### src/rtl/timer_irq_unit.sv
// timer_irq_unit: programmable interval timer feeding the CPU i_timer input.
// A prescaler divides clk into ticks, a down-counter counts ticks and latches
// PEND on expiry. Registers are written through the CPU output-port path and
// read back combinationally.
// Build option: define TIMER_IRQ_PULSE_EN to make timer_irq a one-cycle pulse
// per expiry; when undefined timer_irq is the registered level PEND & IRQEN.
module timer_irq_unit #(
    parameter int unsigned DW = 8
) (
    input  logic          clk,
    input  logic          reset,
    input  logic          we_i,
    input  logic [1:0]    wr_addr,
    input  logic [DW-1:0] wr_data,
    input  logic [1:0]    rd_addr,
    output logic [DW-1:0] rd_data,
    output logic          timer_irq
);

    localparam logic [1:0] ADDR_CTRL     = 2'd0;
    localparam logic [1:0] ADDR_PRESCALE = 2'd1;
    localparam logic [1:0] ADDR_RELOAD   = 2'd2;
    localparam logic [1:0] ADDR_STATUS   = 2'd3;

    localparam logic [DW-1:0] CNT_ZERO = '0;
    localparam logic [DW-1:0] CNT_ONE  = {{(DW-1){1'b0}}, 1'b1};

    // Architectural state
    logic          ctrl_en_q,    ctrl_en_d;
    logic          ctrl_auto_q,  ctrl_auto_d;
    logic          ctrl_irqen_q, ctrl_irqen_d;
    logic [DW-1:0] prescale_q,   prescale_d;
    logic [DW-1:0] reload_q,     reload_d;
    logic [DW-1:0] count_q,      count_d;
    logic [DW-1:0] pcnt_q,       pcnt_d;
    logic          pend_q,       pend_d;
    logic          ovr_q,        ovr_d;
    logic          irq_q,        irq_d;

    // Decoded strobes
    logic wr_ctrl;
    logic wr_prescale;
    logic wr_reload;
    logic wr_status;
    logic en_rise;
    logic tick;
    logic expiry;

    // Write decode, tick generation and expiry detection
    always_comb begin
        wr_ctrl     = we_i && (wr_addr == ADDR_CTRL);
        wr_prescale = we_i && (wr_addr == ADDR_PRESCALE);
        wr_reload   = we_i && (wr_addr == ADDR_RELOAD);
        wr_status   = we_i && (wr_addr == ADDR_STATUS);
        en_rise     = wr_ctrl && wr_data[0] && !ctrl_en_q;
        // A RELOAD write restarts the period, so a coincident tick is dropped.
        tick        = ctrl_en_q && (pcnt_q == CNT_ZERO) && !wr_reload;
        expiry      = tick && (count_q == CNT_ONE);
    end

    // CTRL next state: software write, or hardware EN clear on one-shot expiry
    always_comb begin
        ctrl_en_d    = ctrl_en_q;
        ctrl_auto_d  = ctrl_auto_q;
        ctrl_irqen_d = ctrl_irqen_q;
        if (wr_ctrl) begin
            ctrl_en_d    = wr_data[0];
            ctrl_auto_d  = wr_data[1];
            ctrl_irqen_d = wr_data[2];
        end else if (expiry && !ctrl_auto_q) begin
            ctrl_en_d = 1'b0;
        end
    end

    // PRESCALE and RELOAD register writes
    always_comb begin
        prescale_d = prescale_q;
        reload_d   = reload_q;
        if (wr_prescale) begin
            prescale_d = wr_data;
        end
        if (wr_reload) begin
            reload_d = wr_data;
        end
    end

    // Prescaler: restart on RELOAD write or enable, else free-run while enabled
    always_comb begin
        pcnt_d = pcnt_q;
        if (wr_reload || en_rise) begin
            pcnt_d = prescale_q;
        end else if (ctrl_en_q) begin
            if (pcnt_q == CNT_ZERO) begin
                pcnt_d = prescale_q;
            end else begin
                pcnt_d = pcnt_q - CNT_ONE;
            end
        end
    end

    // Down-counter: RELOAD write wins, then enable preload, then tick handling
    always_comb begin
        count_d = count_q;
        if (wr_reload) begin
            count_d = wr_data;
        end else if (en_rise && (count_q == CNT_ZERO)) begin
            count_d = reload_q;
        end else if (tick) begin
            if (count_q == CNT_ONE) begin
                count_d = ctrl_auto_q ? reload_q : CNT_ZERO;
            end else if (count_q != CNT_ZERO) begin
                count_d = count_q - CNT_ONE;
            end
        end
    end

    // Status flags: expiry set has priority over a coincident W1C clear
    always_comb begin
        pend_d = pend_q;
        ovr_d  = ovr_q;
        if (wr_status && wr_data[0]) begin
            pend_d = 1'b0;
        end
        if (wr_status && wr_data[1]) begin
            ovr_d = 1'b0;
        end
        if (expiry) begin
            pend_d = 1'b1;
            if (pend_q) begin
                ovr_d = 1'b1;
            end
        end
    end

    // Interrupt output next state
    always_comb begin
`ifdef TIMER_IRQ_PULSE_EN
        irq_d = expiry && ctrl_irqen_d;
`else
        irq_d = pend_d && ctrl_irqen_d;
`endif
    end

    // State registers with asynchronous active-low reset
    always_ff @(posedge clk or negedge reset) begin
        if (!reset) begin
            ctrl_en_q    <= 1'b0;
            ctrl_auto_q  <= 1'b0;
            ctrl_irqen_q <= 1'b0;
            prescale_q   <= '0;
            reload_q     <= '0;
            count_q      <= '0;
            pcnt_q       <= '0;
            pend_q       <= 1'b0;
            ovr_q        <= 1'b0;
            irq_q        <= 1'b0;
        end else begin
            ctrl_en_q    <= ctrl_en_d;
            ctrl_auto_q  <= ctrl_auto_d;
            ctrl_irqen_q <= ctrl_irqen_d;
            prescale_q   <= prescale_d;
            reload_q     <= reload_d;
            count_q      <= count_d;
            pcnt_q       <= pcnt_d;
            pend_q       <= pend_d;
            ovr_q        <= ovr_d;
            irq_q        <= irq_d;
        end
    end

    assign timer_irq = irq_q;

    // Combinational read-back mux
    always_comb begin
        rd_data = '0;
        unique case (rd_addr)
            ADDR_CTRL: begin
                rd_data[0] = ctrl_en_q;
                rd_data[1] = ctrl_auto_q;
                rd_data[2] = ctrl_irqen_q;
            end
            ADDR_PRESCALE: rd_data = prescale_q;
            ADDR_RELOAD:   rd_data = count_q;
            ADDR_STATUS: begin
                rd_data[0] = pend_q;
                rd_data[1] = ovr_q;
            end
            default: rd_data = '0;
        endcase
    end

endmodule

### config.mk
export PLATFORM = sky130hd
export DESIGN_NAME = timer_irq_unit
export DESIGN_NICKNAME = d
export VERILOG_FILES = /design/src/rtl/timer_irq_unit.sv
export SDC_FILE = /design/constraint.sdc
export NUM_CORES = 1
export LEC_CHECK = 0
export CORE_MARGIN = 5
export CORE_UTILIZATION = 46
export DETAILED_ROUTE_END_ITERATION = 8
export PLACE_DENSITY = 0.69
export SLEW_MARGIN = 20
export SYNTH_ARGS = -nofsm -noshare
export SYNTH_HDL_FRONTEND = slang
export SYNTH_SLANG_ARGS = --single-unit
export TNS_END_PERCENT = 100
### constraint.sdc
create_clock -name clk -period 2.2 [get_ports clk]
set_input_delay 0.55 -clock clk [delete_from_list [all_inputs] [get_ports clk]]
set_output_delay 0.55 -clock clk [all_outputs]
set_load 0.005 [all_outputs]
==> summary.txt <==
Clocking
  • Clock transition at path regs: 70 ps
  • Clock sinks: 38
  • Inserted Clock Buffers: 5
  • TritonCTS clock tree: yes
  • Clock Tree Buf Depth: 2
  • Later-pin clock latency in the skew report: 300 ps
  • Clock Tree Root: clkbuf_8
  • H-tree levels: 2

Die
  • Core area: 0.00504 mm^2
  • Initial Util: 47.0%
  • DIE WIDTH: 81.8 um
  • Die height: 81.8 um
  • Core Rows: 26
  • Die ar.: about 0.0067 mm^2
  • I/O pin cnt: 24

Cells and area
  • Layout cells sized above 1: 29.0%
  • Area occupied by multi-input gates: 0.00133 mm^2
  • Antenna fix cells: 0
  • Final instance area: 0.00303 mm^2
  • Reg area: about 950 um^2
  • Post-layout net count: around 320
  • Area growth syn-to-layout: 27.9%
  • Filler cells: 433

Global routing
  • Initial antenna violation count: 0
  • First-pass GRT wire length: 10.1 mm
  • Vias in the first global route: 2113
  • Total GRT Usage: 19.8%
  • Largest net degree at the start of global routing: 39
  • Global route overflow: 0

Power and ir drop
  • Switching portion of total power: between 30% and 40%
  • Pwr Total: 2.90 mW
  • Pwr dens: 954 mW/mm^2
  • Worst VDD drop: about 0.46 mV
  • Reg power frac: 38.6%
  • Pleak: 1.35 nW
  • Int Power: 1.83 mW
  • Clk pwr share: 20.7%
  • Logic pwr share: between 40 and 50%
  • NetSw: around 1.1 mW

Place
  • Hpwl dp: 4.54 mm
  • Port bufs: 23
  • Routability Congestion: 0.876
  • DP Area: 0.00289 mm^2

Timing
  • Slew @ Worst Pin: ~500 ps
  • Max Fclk: 0.462 GHz
  • Max transition margin: roughly 67%
  • Fin. Hold Viols: 0
  • Final period util: 98.3%
  • Min Tclk post-route: 2160 ps
  • Final Max Slew Viols: 0
  • Final setup viols: 0
  • Worst Clk Skew: ~12 ps

Setup path
  • CP endpoint kind: output port
  • Setup Crit Path Kind: input port to output port
  • Crit path buf inv count: 4
  • Crit path launch type: input port
  • Crit-path slowest cell: dlygate4sd2_1
  • Crit path max fanout: 5
  • Max incr delay on CP: 260 ps
  • Worst Path Arrival: 1610 ps
  • Worst Path Required: 1650 ps
  • Crit path cell chain: clkbuf_4 > inv_4 > ha_4 > buf_4 > a22oi_1 > nor2b_1 > dlygate4sd2_1
  • Cell family with most CP delay: buffers and inverters

Detailed routing
  • Via-to-Cell Ratio: about 5.7
  • DR top layer: met4
  • TritonRoute pass-1 iters: 5
  • Metal-1 WL: 2.68 mm
  • Post-route ant nets: 0
  • Metal3 WL: 391 um
  • DR WL met2: 2.89 mm
  • Drt total wl: 6.00 mm
  • Vias post-DR: between 2000 and 2500
  • Post-DR wirelength/cell: ~16 um
  • Iteration-0 DRC Markers: 221
  • DRC Markers: 0

Synthesis
  • Most frequent cells after synthesis: 38 x dfrtp_1, 25 x nand2_1, 15 x inv_1
  • Yosys top cell by area: dfrtp_1
  • Warnings, synthesis: 0
  • Synth async-reset ratio: 100%
  • Ranking of synthesized cells by area: dfrtp_1 40%, mux2_2 6.6%, ha_1 5.8%, nand2_1 4.0%, a22oi_1 2.5%
  • Synth cell types: 52
  • Syn Std Cell Area: approximately 0.0024 mm^2
  • Most frequent cell after synthesis: dfrtp_1
  • Top-area cell type share of the netlist area: 40.1%
  • Mapped Cells: between 200 and 250
  • Synthesis-stage register bit count: 38
  • Top_reg_cell synth: dfrtp_1
  • Mapped Nets: 263
  • Syn avg cell area: 10.0 um^2
  • Number of synthesized flops with an enable pin: 0
  • Post-synthesis sequential area ratio: 40.1%

Flow run
  • Max Cap Viol: 0

Status
  • Outcome: finished clean

Hold path
  • Worst Hold Class: input port to asynchronous set/reset pin
## cells in the final DEF, fill, tap and decap left out, types with 3 or more instances in the layout
master / Yosys / final
clkdlybuf4s50_1: 0 / 12
inv_1: 15 / 13
clkbuf_8: 2 / 5
o211ai_1: 6 / 6
a222oi_1: 4 / 4
nor2_1: 8 / 8
nor3_1: 6 / 6
and2_1: 6 / 6
nand4_1: 5 / 5
a221oi_1: 3 / 3
o21ai_0: 11 / 11
a21oi_1: 5 / 5
nand2_1: 25 / 25
nor2b_1: 8 / 8
buf_4: 0 / 40
a21o_1: 3 / 3
o2bb2ai_1: 6 / 6
nand3_1: 5 / 5
ha_4: 0 / 3
a22oi_1: 8 / 7
dlygate4sd2_1: 0 / 5
mux2i_1: 4 / 4
ha_1: 11 / 8
dfrtp_1: 38 / 38
nor4_1: 4 / 4
mux2_2: 14 / 14
## cells by family (layout without fill, tap and decap cells)
group	Yosys count	in the layout	synth area share, %
flops	38	38	40.1
mux	18	18	8.33
simple gates	85	85	21.0
buf+inv	25	85	5.59
compound gates	60	60	19.1
fa+ha+maj	11	11	5.80
## worst register-to-register path: stages, from the launching register on
cell	delay, ps
dfrtp_1	390
or4_1	550
or3_4	370
o21a_1	260
a222oi_1	320
o2bb2ai_1	100
## per-layer routing
layer / track usage, % / up-vias
met5: 0 / -
met4: 4.65 / 0
met2: 32.9 / 91
li1: - / 994
met3: 3.95 / 9
met1: 26.5 / 993
## final cells by class
cell class,count,share of cell area [%]
Clock buffer,5,2.27
Clock inverter,3,1.32
Tap cell,70,2.89
Sequential cell,38,31.3
Inverter,15,1.94
Multi-Input combinational cell,174,43.9
Timing Repair Buffer,62,16.4
## registers in the layout (all words and copies together) (netlist names)
signal        count
pcnt_q            8
timer_irq         1
ovr_q             1
count_q           8
ctrl_irqen_q      1
ctrl_en_q         1
reload_q          8
pend_q            1
prescale_q        8
ctrl_auto_q       1
## path summary, 6_finish.rpt
path | depth (start not counted) | slack [ps] | start | to
min in group clk | 2 | 500 | ovr_q$_DFF_PN0_ | ovr_q$_DFF_PN0_
worst min register to register | 2 | 500 | ovr_q$_DFF_PN0_ | ovr_q$_DFF_PN0_
worst max register to register | 5 | 100 | count_q[4]$_DFFE_PN0P_ | count_q[3]$_DFFE_PN0P_
max in group asynchronous | 2 | 1550 | reset | count_q[7]$_DFFE_PN0P_
worst max-delay path | 7 | 40 | rd_addr[1] | rd_data[5]
worst min-delay path | 2 | 300 | reset | prescale_q[1]$_DFFE_PN0P_
## timing repair
action,4_1_cts,5_1_grt
endpoints found under the setup margin,8,7
hold buffers,0,0
buffers inserted,1,0
pin swaps,2,0
resized for setup,27,5
## metrics by stage
stage	util, %	hold WS [ps]	cells	worst slack (ps)	TNS (ps)
floorplan	-	254	237	8.14	0
global placement	57.4	466	358	-698	-6430
detailed placement	57.4	474	358	-699	-6830
CTS	60.2	315	367	10.5	0
global route	60.2	349	367	-9.71	-9.71
finish	60.2	301	367	37.0	0
## power by group through the flow
stage	combinational, mW	sequential [mW]	clock, mW
2_1_floorplan	0.771	1.08	0
6_report	1.18	1.12	0.598
3_3_place_gp	1.15	1.12	0
3_5_place_dp	1.17	1.13	0
5_1_grt	1.29	1.14	0.640
4_1_cts	1.17	1.11	0.602
No activity file was read; power rests on OpenSTA's default activity.
